<file path="src/rtl/instr_fetch.sv">
// -----------------------------------------------------------------------------
// instr_fetch
//   Instruction fetch stage of the 8-bit pipeline, sitting directly upstream of
//   the IF/ID register. Holds the PC and a writable instruction memory,
//   presents imem[pc] each RUN cycle, and pre-decodes the 2-bit opcode into
//   regwrite / wbsel. A small IDLE / RUN / HALTED state machine controls
//   execution; jumps, stalls and program loading are handled here.
//
//   Parameters
//     IMEM_DEPTH  number of 8-bit instruction words (power of two, 2..64)
//     PC_W        PC width, log2(IMEM_DEPTH)
//
//   Ports
//     clk          rising-edge clock
//     rst          synchronous active-high reset
//     start        pulse: leave IDLE/HALTED and begin execution at PC 0
//     stall        hold PC, state and outputs while in RUN
//     imem_we      instruction memory write enable (honoured in IDLE only)
//     imem_waddr   instruction memory write address
//     imem_wdata   instruction memory write data
//     instrcode    instruction to IF/ID (8'h00 bubble outside RUN)
//     regwrite     pre-decoded register-write enable
//     wbsel        writeback select: 0 = ALU result, 1 = immediate
//     pc_out       current PC
//     running      high in RUN
//     halted       high in HALTED
//     fetch_count  instructions issued (optional feature)
//
//   Optional feature macro: INSTR_COUNT_EN
//     defined   : fetch_count counts unstalled RUN cycles (HALT included)
//     undefined : fetch_count is tied to 16'h0000
// -----------------------------------------------------------------------------
module instr_fetch #(
  parameter int IMEM_DEPTH = 64,
  parameter int PC_W       = 6
) (
  input  logic            clk,
  input  logic            rst,
  input  logic            start,
  input  logic            stall,
  input  logic            imem_we,
  input  logic [PC_W-1:0] imem_waddr,
  input  logic [7:0]      imem_wdata,
  output logic [7:0]      instrcode,
  output logic            regwrite,
  output logic            wbsel,
  output logic [PC_W-1:0] pc_out,
  output logic            running,
  output logic            halted,
  output logic [15:0]     fetch_count
);

  typedef enum logic [1:0] {
    IDLE   = 2'd0,
    RUN    = 2'd1,
    HALTED = 2'd2
  } state_t;

  localparam logic [1:0] OP_ADD  = 2'b00;
  localparam logic [1:0] OP_LDI  = 2'b01;
  localparam logic [1:0] OP_JMP  = 2'b10;
  localparam logic [1:0] OP_HALT = 2'b11;

  state_t          state, next_state;
  logic [PC_W-1:0] pc, next_pc;
  logic [7:0]      imem [IMEM_DEPTH];
  logic [7:0]      cur_instr;

  // Asynchronous read: the word at pc is visible in the same cycle.
  assign cur_instr = imem[pc];

  // Memory is deliberately not reset so a program survives rst.
  always_ff @(posedge clk) begin
    if (!rst && imem_we && state == IDLE) begin
      imem[imem_waddr] <= imem_wdata;
    end
  end

  always_ff @(posedge clk) begin
    if (rst) begin
      state <= IDLE;
      pc    <= '0;
    end else begin
      state <= next_state;
      pc    <= next_pc;
    end
  end

  always_comb begin
    next_state = state;
    next_pc    = pc;
    instrcode  = 8'h00;
    regwrite   = 1'b0;
    wbsel      = 1'b0;

    unique case (state)
      IDLE, HALTED: begin
        if (start) begin
          next_state = RUN;
          next_pc    = '0;
        end
      end

      RUN: begin
        instrcode = cur_instr;
        regwrite  = (cur_instr[7:6] == OP_ADD) || (cur_instr[7:6] == OP_LDI);
        wbsel     = (cur_instr[7:6] == OP_LDI);
        // Stall takes precedence over every PC/state change.
        if (!stall) begin
          unique case (cur_instr[7:6])
            OP_ADD, OP_LDI: next_pc = pc + PC_W'(1);
            // Low PC_W bits of the 6-bit target give the modulo-depth wrap.
            OP_JMP:         next_pc = cur_instr[PC_W-1:0];
            OP_HALT:        next_state = HALTED;
            default:        next_pc = pc;
          endcase
        end
      end

      default: begin
        next_state = IDLE;
        next_pc    = '0;
      end
    endcase
  end

  assign pc_out  = pc;
  assign running = (state == RUN);
  assign halted  = (state == HALTED);

`ifdef INSTR_COUNT_EN
  logic [15:0] fetch_cnt;

  always_ff @(posedge clk) begin
    if (rst) begin
      fetch_cnt <= 16'h0000;
    end else if (state == RUN && !stall) begin
      fetch_cnt <= fetch_cnt + 16'h0001;
    end
  end

  assign fetch_count = fetch_cnt;
`else
  assign fetch_count = 16'h0000;
`endif

endmodule

</file>
<file path="config.mk">
export PLATFORM = sky130hd
export DESIGN_NAME = instr_fetch
export DESIGN_NICKNAME = d
export VERILOG_FILES = /design/src/rtl/instr_fetch.sv
export SDC_FILE = /design/constraint.sdc
export NUM_CORES = 1
export LEC_CHECK = 0
export ABC_CLOCK_PERIOD_IN_PS = 8610
export CORE_ASPECT_RATIO = 1.1
export CORE_MARGIN = 8
export CORE_UTILIZATION = 60
export DETAILED_ROUTE_END_ITERATION = 10
export PLACE_DENSITY = 0.89
export SYNTH_ARGS = -nofsm -noshare
export SYNTH_HDL_FRONTEND = slang
export SYNTH_SLANG_ARGS = --single-unit
export TNS_END_PERCENT = 10
</file>
<file path="constraint.sdc">
create_clock -name clk -period 8.61 [get_ports clk]
set_input_delay 1.722 -clock clk [delete_from_list [all_inputs] [get_ports clk]]
set_output_delay 1.722 -clock clk [all_outputs]
set_load 0.02 [all_outputs]
</file>
# After elaboration in Yosys (flattened, before gate mapping)
# Memory sizes are Yosys's and may differ from the RTL's. A register that Yosys moved wholly into a read port is not among the register bits.
# Index checks and enable logic that the tools add are counted.
[classes] n_eq_ne=9 muxes=15 reduce_logical=10 add_sub_neg=1
[op_table] operator="$mux W6" n=4
[op_table] operator="$pmux W6 S2" n=2
[op_table] operator="$mux W8" n=1
[op_table] operator="$add A6 B1 Y6 const B" n=1
[op_table] operator="$eq A2 B2 Y1 const B" n=3
[op_table] operator="$mux W2" n=3
[op_table] operator="$reduce_and A3 Y1" n=2
[op_table] operator="$eq A2 B1 Y1 const B" n=2
[op_table] operator="$logic_not A2 Y1" n=2
[op_table] operator="$mux W1" n=4
[op_table] operator="$ne A2 B2 Y1 const B" n=2
[op_table] operator="$pmux W2 S2" n=1
[op_table] operator="$reduce_or A2 Y1" n=2
[op_table] operator="$ne A3 B1 Y1 const B" n=1
[op_table] operator="$logic_and A1 B1 Y1" n=2
[op_table] operator="$ne A2 B1 Y1 const B" n=1
[op_table] operator="$logic_not A1 Y1" n=1
[op_table] operator="$logic_or A1 B1 Y1" n=1
[word_totals] word_cells=38 out_inout_bits=34 ram_bits=512 n_memories=1 input_bits=19 ff_bits=8
[memory_table] memory="imem" words=64 word_bits=8 rd=1 rd_clocked_by_memory_dff=1 write_ports=1 line="66" rtl="logic [7:0] imem [IMEM_DEPTH];"

# Longest topological paths before layout
[logic_depth] depth_word=7 depth_mapped=13 depth_no_buf=8

# Worst setup path after synthesis
# No wires, ideal clock.
[synth_timing] kind="reg2out" start="reg with a tool-made name" end="out instrcode[5]" stages_incl_launch_ff=11 path_buffers=6 t_required_ns=6.888 slack_ns=4.181 arrival_ns=2.707 path_cell_list="dfxtp_1 buf_6 buf_12 buf_6 buf_4 buf_6 buf_2 mux4_2 mux4_2 a22oi_1 a21oi_1"
[synth_lines] element="end, declared" line="44" rtl="output logic [7:0] instrcode,"

==> summary.txt <==
Routing
  • Drt pass-1 iters: 7
  • Via Count: 10,540
  • Vias per cell: approximately 6.9
  • Routed wire per std cell: 31.30 µm
  • Remaining antenna violation count: 0
  • DRT iter0 DRCs: 1,665
  • Final WL: 47.49 mm
  • DRC: 0

Finish
  • Multi-input gate area: 0.004755 mm²
  • Post-route insts no fill: around 1,500
  • Nets: around 1,100
  • Share of cells above drive strength 1: 0.2085
  • N_diodes: 0
  • Area grow syn2layout: 9.756%
  • Sequential Area: roughly 0.016 mm²
  • Area of all placed cells without fillers: 0.02286 mm²
  • Filler cells: 1,978

Yosys
  • Synthesized area: 0.02083 mm²
  • Top cells by count, synth: 512 x edfxtp_1, 132 x mux4_2, 78 x nor2_1, 37 x nand2_1, 20 x clkbuf_1
  • Leading area contributor after synthesis: edfxtp_1
  • FF+latch count, synth: 526
  • Share of synthesized registers carrying an async set or reset: 0
  • Top-count cell post-synth: edfxtp_1
  • Synth top area share: 0.7382
  • Largest cells by area after synthesis: edfxtp_1 74%, mux4_2 14%, nor2_1 1.4%
  • Seq/Total Area, Yosys: 0.7516
  • Synth cell types: just under 50
  • Syn Inst Count: 1,001
  • Synth warn: 0
  • EDFF count, synth: 512
  • Main flop type after synthesis: edfxtp_1
  • Syn avg cell area: 20.81 µm²

Power
  • Internal Pwr Total: 4.019 mW
  • Pwr dens: 220.7 mW/mm²
  • Seq pwr share: 0.560
  • Max VDD drop: 0.0001523 V
  • Sw Pwr: roughly 1.0 mW
  • Clock share of power: 0.402
  • Switching Fraction: 0.2033
  • Power, Total: 5.045 mW
  • Pleak: 6.898 nW
  • Comb power frac: 0.039

Placed design
  • Dpl cell area: approximately 0.021 mm²
  • Input/output buffers: 36
  • DPL Wire Length: 27.47 mm
  • Placer Congestion: 0.8583
  • Dpl cells: 1,431

Setup path
  • Startpoint Class: register
  • CP delay by family, top: buffers and inverters
  • Crit path buffers/inverters: 2
  • CP Cell Sequence: buf_4 -> mux4_2 -> mux2i_1 -> o22ai_1 -> a21oi_1 -> o22ai_1 -> nor2_1 -> clkdlybuf4s50_1
  • Arrival @ worst endpoint: about 4700 ps
  • Crit. End Element: primary output
  • Slowest CP cell: dfxtp_4
  • Worst Path Max Fanout: 46
  • Most frequent cell on the critical path: o22ai_1
  • CP peak stage delay: 830 ps
  • R2R depth: 9
  • Crit path kind: register to primary output
  • FF-to-FF setup slack: 4250 ps
  • CP required: about 6900 ps
  • Worst Setup EP: regwrite
  • Critical path depth: 8

Die
  • Die footprint: 0.04094 mm²
  • CORE AREA: 0.03420 mm²
  • Row Count: 71
  • Boundary Pins: 53
  • Die width: slightly below 200 µm
  • Starting Density: 0.6090
  • Die height: 211.4 µm

GRT
  • First-pass GRT wire length: 69.83 mm
  • Total GRT Usage: 0.2301
  • Global route overflow: 0
  • Antenna violations before repair: 3
  • Pin count of the biggest net entering global routing: 65
  • Number of global-route vias before repair: 10,600

CTS
  • CTS clk-pin slew, worst paths: 70 ps
  • # hold bufs at CTS: 0
  • TritonCTS clock tree: done
  • Root buffer cell: clkbuf_16
  • H-tree levels: 2
  • Max clock buf depth: 3
  • Clk_lat worst skew: 560 ps
  • CTS Sinks: 526
  • CTS buffer count: between 40 and 50
  • Postcts setup bufs: 0
  • CTS resizes: 0

Timing
  • # setup viols final: 0
  • FMAX: roughly 160 MHz
  • RSZ-0062 raised after global routing: false
  • Slew @ Worst Pin: around 1300 ps
  • Final clock skew: 25.51 ps
  • Final worst-path cycle share: 0.7433
  • TNS Setup: 0 ps
  • Clock period minus worst slack: 6400 ps
  • Slew Viols, Final: 0
  • Rel. slew slack: 0.1470
  • Fin. Hold Viols: 0

Min path
  • Worst min-delay path category: register to register

Run status
  • Status: completed

Job
  • Max-cap viol count: 0
==> flip-flops by register name (all words and copies together), names as in the netlist, named ones only <==
signal,cells
pc_out,6
state,2
imem,512
==> layout make-up <==
cell class | count | area share
clock buffer | 66 | 0.05960
clock inverter | 20 | 0.005309
inverter | 8 | 0.001314
multi-input combinational | 415 | 0.2080
sequential | 526 | 0.6852
tap | 438 | 0.02397
timing repair buffer | 44 | 0.01664
==> how the worst min path moves through the flow <==
stage	from	end	cells past startpoint
after global routing	state[1]	state[1]	2
after global placement	state[1]	state[1]	2
after floorplan	state[1]	state[1]	2
final	state[1]	state[1]	2
after CTS	state[1]	state[1]	2
after detailed placement	state[1]	state[1]	2
==> layer usage <==
metal,vias up,GRT usage,share of wire
li1,4191,-,-
met1,5371,0.2902,0.36
met2,837,0.3877,0.50
met3,137,0.05447,0.11
met4,6,0.08948,0.036
met5,-,0,0.00086
==> tightest hold or removal path: cells and delay by family (launching register included) <==
family / cells / cell delay, ps
compound gates: 1 / 50
simple gates: 1 / 60
flops: 1 / 340
==> per-stage QoR <==
| step | hold WS [ps] | util | setup WS [ps] |
|---|---|---|---|
| floorplan | 466.0 | - | 4181 |
| global placement | 479.6 | 0.6250 | 3128 |
| detailed placement | 488.9 | 0.6250 | 2956 |
| CTS | 496.8 | 0.6684 | 2297 |
| global route | 532.6 | 0.6684 | 2142 |
| finish | 501.4 | 0.6684 | 2210 |
==> cell families after synthesis <==
logic type	after synthesis	share of synthesized area
flip-flops	526	0.7516
multiplexers	164	0.1664
AND/OR/NAND/NOR	162	0.03484
buffers and inverters	75	0.02283
AO/OA/AOI/OAI	72	0.02355
adder cells (fa/ha/maj)	1	0.0006006
other	1	0.0001800
==> cells in the final DEF, fill, tap and decap left out, drive strengths merged, types with 10 or more instances in the layout <==
master	instances
buf	16
edfxtp	512
nor2b	13
a21oi	16
mux2i	14
nor2	78
mux4	142
dfxtp	14
a22oi	10
conb	16
clkinv	17
clkdlybuf4s50	28
a211oi	11
nand2	37
clkbuf	66
==> power groups by stage <==
stage	logic (mW)	clock network (mW)	registers [mW]
global placement	0.181	0	2.88
global route	0.204	2.13	2.82
floorplan	0.125	0	2.87
detailed placement	0.189	0	2.88
finish	0.195	2.03	2.82
CTS	0.192	2.03	2.82
Power figures use the tool's default switching activity.
